$ cat src/rtl/path_replay_if.sv
`timescale 1ns/1ps
// Direction-buffer and move-consumer handshake bundle for the path replay controller.
// master = the controller, slave = buffer/consumer side.
interface path_replay_if #(
  parameter int COORD_W = 4
) ();
  logic               buf_empty;
  logic               dir_rd;
  logic               dir_valid;
  logic [1:0]         dir_in;
  logic               dir_last;
  logic               move_valid;
  logic               move_ready;
  logic [COORD_W-1:0] x_out;
  logic [COORD_W-1:0] y_out;

  modport master (
    output dir_rd, move_valid, x_out, y_out,
    input  buf_empty, dir_valid, dir_in, dir_last, move_ready
  );

  modport slave (
    input  dir_rd, move_valid, x_out, y_out,
    output buf_empty, dir_valid, dir_in, dir_last, move_ready
  );
endinterface

$ cat src/rtl/path_replay_ctrl.sv
`timescale 1ns/1ps
// Replays a stored path of 2-bit direction codes as a stream of (x,y) cells,
// with bounds checking, a saturating move counter and done/err status.
module path_replay_ctrl #(
  parameter int COORD_W = 4,
  parameter int GRID_W  = 16,
  parameter int GRID_H  = 16,
  parameter int START_X = 0,
  parameter int START_Y = 0,
  parameter int CNT_W   = 8
) (
  input  logic             clk,
  input  logic             rst,
  input  logic             start,
  path_replay_if.master    bus,
  output logic [CNT_W-1:0] move_count,
  output logic             busy,
  output logic             done,
  output logic             err
);

  typedef enum logic [2:0] {
    S_IDLE     = 3'd0,
    S_FETCH    = 3'd1,
    S_WAIT_DIR = 3'd2,
    S_APPLY    = 3'd3,
    S_PRESENT  = 3'd4,
    S_DONE     = 3'd5,
    S_ERROR    = 3'd6
  } state_e;

  localparam logic [COORD_W:0]   GRID_W_X = (COORD_W+1)'(GRID_W);
  localparam logic [COORD_W:0]   GRID_H_X = (COORD_W+1)'(GRID_H);
  localparam logic [COORD_W-1:0] START_XC = COORD_W'(START_X);
  localparam logic [COORD_W-1:0] START_YC = COORD_W'(START_Y);
  localparam logic [CNT_W-1:0]   CNT_MAX  = {CNT_W{1'b1}};
  localparam logic [COORD_W:0]   ONE_X    = (COORD_W+1)'(1);

  state_e             state_r;
  state_e             state_s;
  logic [COORD_W-1:0] x_r;
  logic [COORD_W-1:0] y_r;
  logic [CNT_W-1:0]   cnt_r;
  logic [1:0]         dir_r;
  logic               last_r;
  logic               move_valid_r;
  logic               busy_r;
  logic               done_r;
  logic               err_r;
  logic [COORD_W:0]   nx_s;
  logic [COORD_W:0]   ny_s;
  logic               viol_s;
  logic               dir_rd_s;

  // Next coordinate with one guard bit so underflow/overflow shows up as out-of-range.
  always_comb begin
    nx_s = {1'b0, x_r};
    ny_s = {1'b0, y_r};
    case (dir_r)
      2'b00:   ny_s = {1'b0, y_r} - ONE_X;
      2'b01:   nx_s = {1'b0, x_r} + ONE_X;
      2'b10:   nx_s = {1'b0, x_r} - ONE_X;
      2'b11:   ny_s = {1'b0, y_r} + ONE_X;
      default: ny_s = {1'b0, y_r};
    endcase
    if ((nx_s >= GRID_W_X) || (ny_s >= GRID_H_X)) begin
      viol_s = 1'b1;
    end else begin
      viol_s = 1'b0;
    end
  end

  // Next-state decode; the buffer pop is requested only from FETCH with data available.
  always_comb begin
    state_s  = state_r;
    dir_rd_s = 1'b0;
    case (state_r)
      S_IDLE, S_DONE, S_ERROR: begin
        if (start) begin
          state_s = S_FETCH;
        end else begin
          state_s = state_r;
        end
      end
      S_FETCH: begin
        if (bus.buf_empty) begin
          // Empty on the very first fetch is a legal zero-length path.
          if (cnt_r == {CNT_W{1'b0}}) begin
            state_s = S_DONE;
          end else begin
            state_s = S_ERROR;
          end
        end else begin
          dir_rd_s = 1'b1;
          state_s  = S_WAIT_DIR;
        end
      end
      S_WAIT_DIR: begin
        if (bus.dir_valid) begin
          state_s = S_APPLY;
        end else begin
          state_s = S_WAIT_DIR;
        end
      end
      S_APPLY: begin
        if (viol_s) begin
          state_s = S_ERROR;
        end else begin
          state_s = S_PRESENT;
        end
      end
      S_PRESENT: begin
        if (bus.move_ready) begin
          state_s = last_r ? S_DONE : S_FETCH;
        end else begin
          state_s = S_PRESENT;
        end
      end
      default: state_s = S_IDLE;
    endcase
  end

  // State register and status flags registered from the next state.
  always_ff @(posedge clk) begin
    if (rst) begin
      state_r      <= S_IDLE;
      move_valid_r <= 1'b0;
      busy_r       <= 1'b0;
      done_r       <= 1'b0;
      err_r        <= 1'b0;
    end else begin
      state_r      <= state_s;
      move_valid_r <= (state_s == S_PRESENT);
      busy_r       <= !((state_s == S_IDLE) || (state_s == S_DONE) || (state_s == S_ERROR));
      done_r       <= (state_s == S_DONE);
      err_r        <= (state_s == S_ERROR);
    end
  end

  // Coordinate, counter and latched direction datapath.
  always_ff @(posedge clk) begin
    if (rst) begin
      x_r    <= START_XC;
      y_r    <= START_YC;
      cnt_r  <= {CNT_W{1'b0}};
      dir_r  <= 2'b00;
      last_r <= 1'b0;
    end else begin
      case (state_r)
        S_IDLE, S_DONE, S_ERROR: begin
          if (start) begin
            x_r   <= START_XC;
            y_r   <= START_YC;
            cnt_r <= {CNT_W{1'b0}};
          end
        end
        S_WAIT_DIR: begin
          if (bus.dir_valid) begin
            dir_r  <= bus.dir_in;
            last_r <= bus.dir_last;
          end
        end
        S_APPLY: begin
          if (!viol_s) begin
            x_r <= nx_s[COORD_W-1:0];
            y_r <= ny_s[COORD_W-1:0];
          end
        end
        S_PRESENT: begin
          if (bus.move_ready && (cnt_r != CNT_MAX)) begin
            cnt_r <= cnt_r + {{(CNT_W-1){1'b0}}, 1'b1};
          end
        end
        default: begin
          cnt_r <= cnt_r;
        end
      endcase
    end
  end

  assign bus.dir_rd     = dir_rd_s;
  assign bus.move_valid = move_valid_r;
  assign bus.x_out      = x_r;
  assign bus.y_out      = y_r;
  assign move_count     = cnt_r;
  assign busy           = busy_r;
  assign done           = done_r;
  assign err            = err_r;

endmodule

$ cat src/flat_wrapper.sv
// flat-port wrapper written by rule: the top's interface ports become plain ports
module path_replay_ctrl_flat 
#(
  parameter int COORD_W = 4,
  parameter int GRID_W  = 16,
  parameter int GRID_H  = 16,
  parameter int START_X = 0,
  parameter int START_Y = 0,
  parameter int CNT_W   = 8
)
  (clk, rst, start, move_count, busy, done, err, bus_dir_rd, bus_move_valid, bus_x_out, bus_y_out, bus_buf_empty, bus_dir_valid, bus_dir_in, bus_dir_last, bus_move_ready);
  path_replay_if #(.COORD_W(COORD_W)) bus_i ();
  input  logic clk;
  input  logic rst;
  input  logic start;
  output logic [CNT_W-1:0] move_count;
  output logic busy;
  output logic done;
  output logic err;
  output wire logic [$bits(bus_i.dir_rd)-1:0] bus_dir_rd;
  output wire logic [$bits(bus_i.move_valid)-1:0] bus_move_valid;
  output wire logic [$bits(bus_i.x_out)-1:0] bus_x_out;
  output wire logic [$bits(bus_i.y_out)-1:0] bus_y_out;
  input wire logic [$bits(bus_i.buf_empty)-1:0] bus_buf_empty;
  input wire logic [$bits(bus_i.dir_valid)-1:0] bus_dir_valid;
  input wire logic [$bits(bus_i.dir_in)-1:0] bus_dir_in;
  input wire logic [$bits(bus_i.dir_last)-1:0] bus_dir_last;
  input wire logic [$bits(bus_i.move_ready)-1:0] bus_move_ready;
  assign bus_dir_rd = bus_i.dir_rd;
  assign bus_move_valid = bus_i.move_valid;
  assign bus_x_out = bus_i.x_out;
  assign bus_y_out = bus_i.y_out;
  assign bus_i.buf_empty = bus_buf_empty;
  assign bus_i.dir_valid = bus_dir_valid;
  assign bus_i.dir_in = bus_dir_in;
  assign bus_i.dir_last = bus_dir_last;
  assign bus_i.move_ready = bus_move_ready;
  path_replay_ctrl #(.COORD_W(COORD_W), .GRID_W(GRID_W), .GRID_H(GRID_H), .START_X(START_X), .START_Y(START_Y), .CNT_W(CNT_W)) u_core (.clk(clk), .rst(rst), .start(start), .bus(bus_i), .move_count(move_count), .busy(busy), .done(done), .err(err));
endmodule
$ cat config.mk
export PLATFORM = sky130hd
export DESIGN_NAME = path_replay_ctrl_flat
export DESIGN_NICKNAME = d
export VERILOG_FILES = /design/src/rtl/path_replay_if.sv /design/src/rtl/path_replay_ctrl.sv /design/src/flat_wrapper.sv
export SDC_FILE = /design/constraint.sdc
export NUM_CORES = 1
export LEC_CHECK = 0
export CAP_MARGIN = 20
export CORE_ASPECT_RATIO = 0.75
export CORE_MARGIN = 1
export CORE_UTILIZATION = 30
export CTS_BUF_LIST = sky130_fd_sc_hd__clkbuf_16
export DETAILED_ROUTE_END_ITERATION = 16
export PLACE_DENSITY_LB_ADDON = 0.08
export SLEW_MARGIN = 0
export SYNTH_ARGS = -nofsm -noshare
export SYNTH_HDL_FRONTEND = slang
export SYNTH_SLANG_ARGS = --single-unit
$ cat constraint.sdc
create_clock -name clk -period 3.5 [get_ports clk]
set_clock_uncertainty 0.2 [all_clocks]
set_input_delay 0.525 -clock clk [delete_from_list [all_inputs] [get_ports clk]]
set_output_delay 0.525 -clock clk [all_outputs]
set_load 0.01 [all_outputs]
==> flow_summary.toml <==
[synth]
syn_area_per_cell_um2 = 8.34
synthesis.nets = 232
synth_area_um2 = 1780
synthFlopType = "dfxtp_1"
synth_edf_count = 0
syn_inst = 213
synth_top_area_frac = 0.293
ys_types = 55
yosysSeqAreaShare = 0.293
yosysTopAreaCell = "dfxtp_1"
ys_top_cells_by_area = "dfxtp_1 (29%), ha_1 (6.3%), nor2_1 (4.4%)"
ys_seq_elements = 26
ys_warn_count = 0
synth-async-reset-ratio = 0

[critical_path]
r2r_cells = 9
worstPathCellList = "inv_1, ha_1, xor2_1, ha_1, o21ai_0, and2_1, nor4_4, or3_4, o221ai_2"
arrival_ns = 2.70
required_ns = 3.42
cp-start-kind = "flip-flop"
end_kind = "flip-flop"
critPathKind = "flip-flop to flip-flop"
crit_fanout = 10
cpPeakStageDelay_ns = 0.55
critPathSlowestCell = "nor4_4"
cp_common_cell = "ha_1"

[global_routing]
grt_max_degree = 22
grt.overflow.total = 0
grt_pass1_wl_um = 7800
antenna_found_initial = 0
grt_pass1_vias = 1531
grtUsageTotal = 0.160

[clock_tree]
cts_buffers = 3
holdBufCountCts = 0
cts_tree = "done"
numClockSinks = 26
htree_levels = 1
clk_path_buf_depth = 2
postCtsSetupBuffers = 0
clockRootBuffer = "clkbuf_16"
clk_latency_ns = 0.27
cts_resized = 0
cts.clk_slew.worst_paths_ns = 0.07

[run_status]
status = "completed"

[final_layout]
antennaDiodeCount = 0
final_cells = 313
drive_above_1_share = 0.0588
nFillCells = 609
nNetsFinal = 258
area_growth_pct = 25.1

[floorplanning]
initial_core_util = 0.322
die_x_um = 90.9
core_area_um2 = 5530
die_h_um = 68.6
die-area_um2 = 6240
rows = 23
ios = 30

[timing]
fin_crit_ns = 2.78
finalCritPeriodShare = 0.794
hold_viol = 0
worst_pin_slew_ns = 0.653
rsz0062_at_grt = "no"
setup_tns_ns = 0
setup_viol = 0
fmax_mhz = 360
slew_headroom = 0.562
maxSlewViolCount = 0
postLayoutSetupSlackWorst_ns = 0.722

[placed_design]
io_buffers = 29
dpl.hpwl_um = 3410
dp_cells = 309
place_congestion = 0.743
preCtsSetupSlack_ns = 0.727

[job]
drv_cap = 0

[power_and_ir_drop]
power_uw = 962
p_leak_uw = 0.000782
powerDensity_nw_per_um2 = 433
max-vdd-ir-drop_v = 0.000234

[route]
via_per_inst = 5.26
drc = 0
wire_per_inst_um = 14.5
routed_wl_um = 4530
drt_iter0_drc = 73
ant_nets = 0
dr_total_vias = 1645
drt_first_pass_iters = 4

[hold_path]
holdPathStages = 2
hp-class = "flip-flop to flip-flop"
## sequential cells by signal (all words and copies together) (netlist names)
name	flops
u_core.busy	1
u_core.err	1
u_core.bus.x_out	4
u_core.state_r	3
u_core.move_count	8
u_core.last_r	1
u_core.dir_r	2
u_core.bus.y_out	4
u_core.bus.move_valid	1
u_core.done	1
## critical path, delay by kind of cell, from the launching register on
kind / cells / cell delay (ns)
simple gates: 3 / 0.99
fa+ha+maj: 2 / 0.64
flops: 1 / 0.31
xor+xnor: 1 / 0.18
compound gates: 2 / 0.18
buf+inv: 1 / 0.11
## metrics by stage
stage	util	hold slack, ns	instance area, µm²
final	0.402	0.302	2220
after global routing	0.402	0.330	2220
after CTS	0.402	0.306	2220
after detailed placement	0.383	0.291	2120
after global placement	0.383	0.301	2120
after floorplan	-	0.251	1780
## final cells by class
cell class | instances | area (µm²) | area share
multi-input combinational | 166 | 1160 | 0.520
sequential | 26 | 520 | 0.234
timing repair buffer | 31 | 305 | 0.137
tap | 75 | 93.8 | 0.0422
clock buffer | 3 | 75.1 | 0.0338
inverter | 11 | 41.3 | 0.0186
clock inverter | 1 | 30.0 | 0.0135
## report_power, final
part / leakage (µW) / total (µW) / switching (µW) / internal (µW)
Sequential: 0.000211 / 353 / 36.5 / 316
Clock: 0.0000511 / 342 / 114 / 228
Combinational: 0.000521 / 267 / 146 / 122
## Yosys cell counts, drive strengths merged (2+ instances only)
cell     number
a211oi        2
o211ai        2
o32ai         2
nor4b         3
o21ai        11
or4           6
xor2          5
a21oi        16
a21o          3
or3           3
ha            9
buf           8
a32o          3
nand4         2
nor2b         4
nor4          6
nand2        13
o2111ai       2
nor3          3
dfxtp        26
nand3b        3
xnor2         3
nand3         7
nand2b        5
inv          11
or3b          2
o31ai         6
mux2i         6
nor2         21
and2          2
clkbuf        2
## cells by family (layout without fill, tap and decap cells)
kind of cell             after synthesis  after routing  share of synthesized area
AND/OR/NAND/NOR                       88             88                      0.296
multiplexers                           6              6                     0.0338
buffers and inverters                 21             46                     0.0563
flip-flops                            26             26                      0.293
AO/OA/AOI/OAI                         54             54                      0.206
adder cells (fa/ha/maj)               10             10                     0.0746
XOR/XNOR                               8              8                     0.0394
## placed cells by master (no fill, tap or decap), types with 5 or more instances in the layout
| cell type | n |
|---|---|
| clkdlybuf4s50_1 | 29 |
| dfxtp_1 | 26 |
| nor2_1 | 21 |
| a21oi_1 | 15 |
| nand2_1 | 13 |
| inv_1 | 11 |
| ha_1 | 9 |
| o21ai_0 | 8 |
| nand3_1 | 7 |
| o31ai_1 | 6 |
| or4_1 | 6 |
| mux2i_1 | 6 |
| xor2_1 | 5 |
| nand2b_1 | 5 |
| nor4_1 | 5 |
## worst paths after layout
path	slack, ns	end	start
setup reg to reg	0.72	u_core.busy$_SDFF_PP0_	u_core.dir_r[0]$_SDFFE_PP0P_
hold reg to reg	0.30	u_core.bus.y_out[2]$_SDFFE_PP0P_	u_core.bus.y_out[2]$_SDFFE_PP0P_
setup / recovery	0.72	u_core.busy$_SDFF_PP0_	u_core.dir_r[0]$_SDFFE_PP0P_
hold / removal	0.30	u_core.bus.y_out[2]$_SDFFE_PP0P_	u_core.bus.y_out[2]$_SDFFE_PP0P_
## routing by layer
| metal | routed length [µm] | global-route usage | vias up |
|---|---|---|---|
| met5 | 0 | 0 | - |
| met4 | 57 | 0.0437 | 0 |
| met3 | 227 | 0.0307 | 6 |
| met2 | 1670 | 0.229 | 38 |
| met1 | 2570 | 0.242 | 755 |
| li1 | - | - | 846 |
Note: power is estimated with default switching activity, not from simulation.
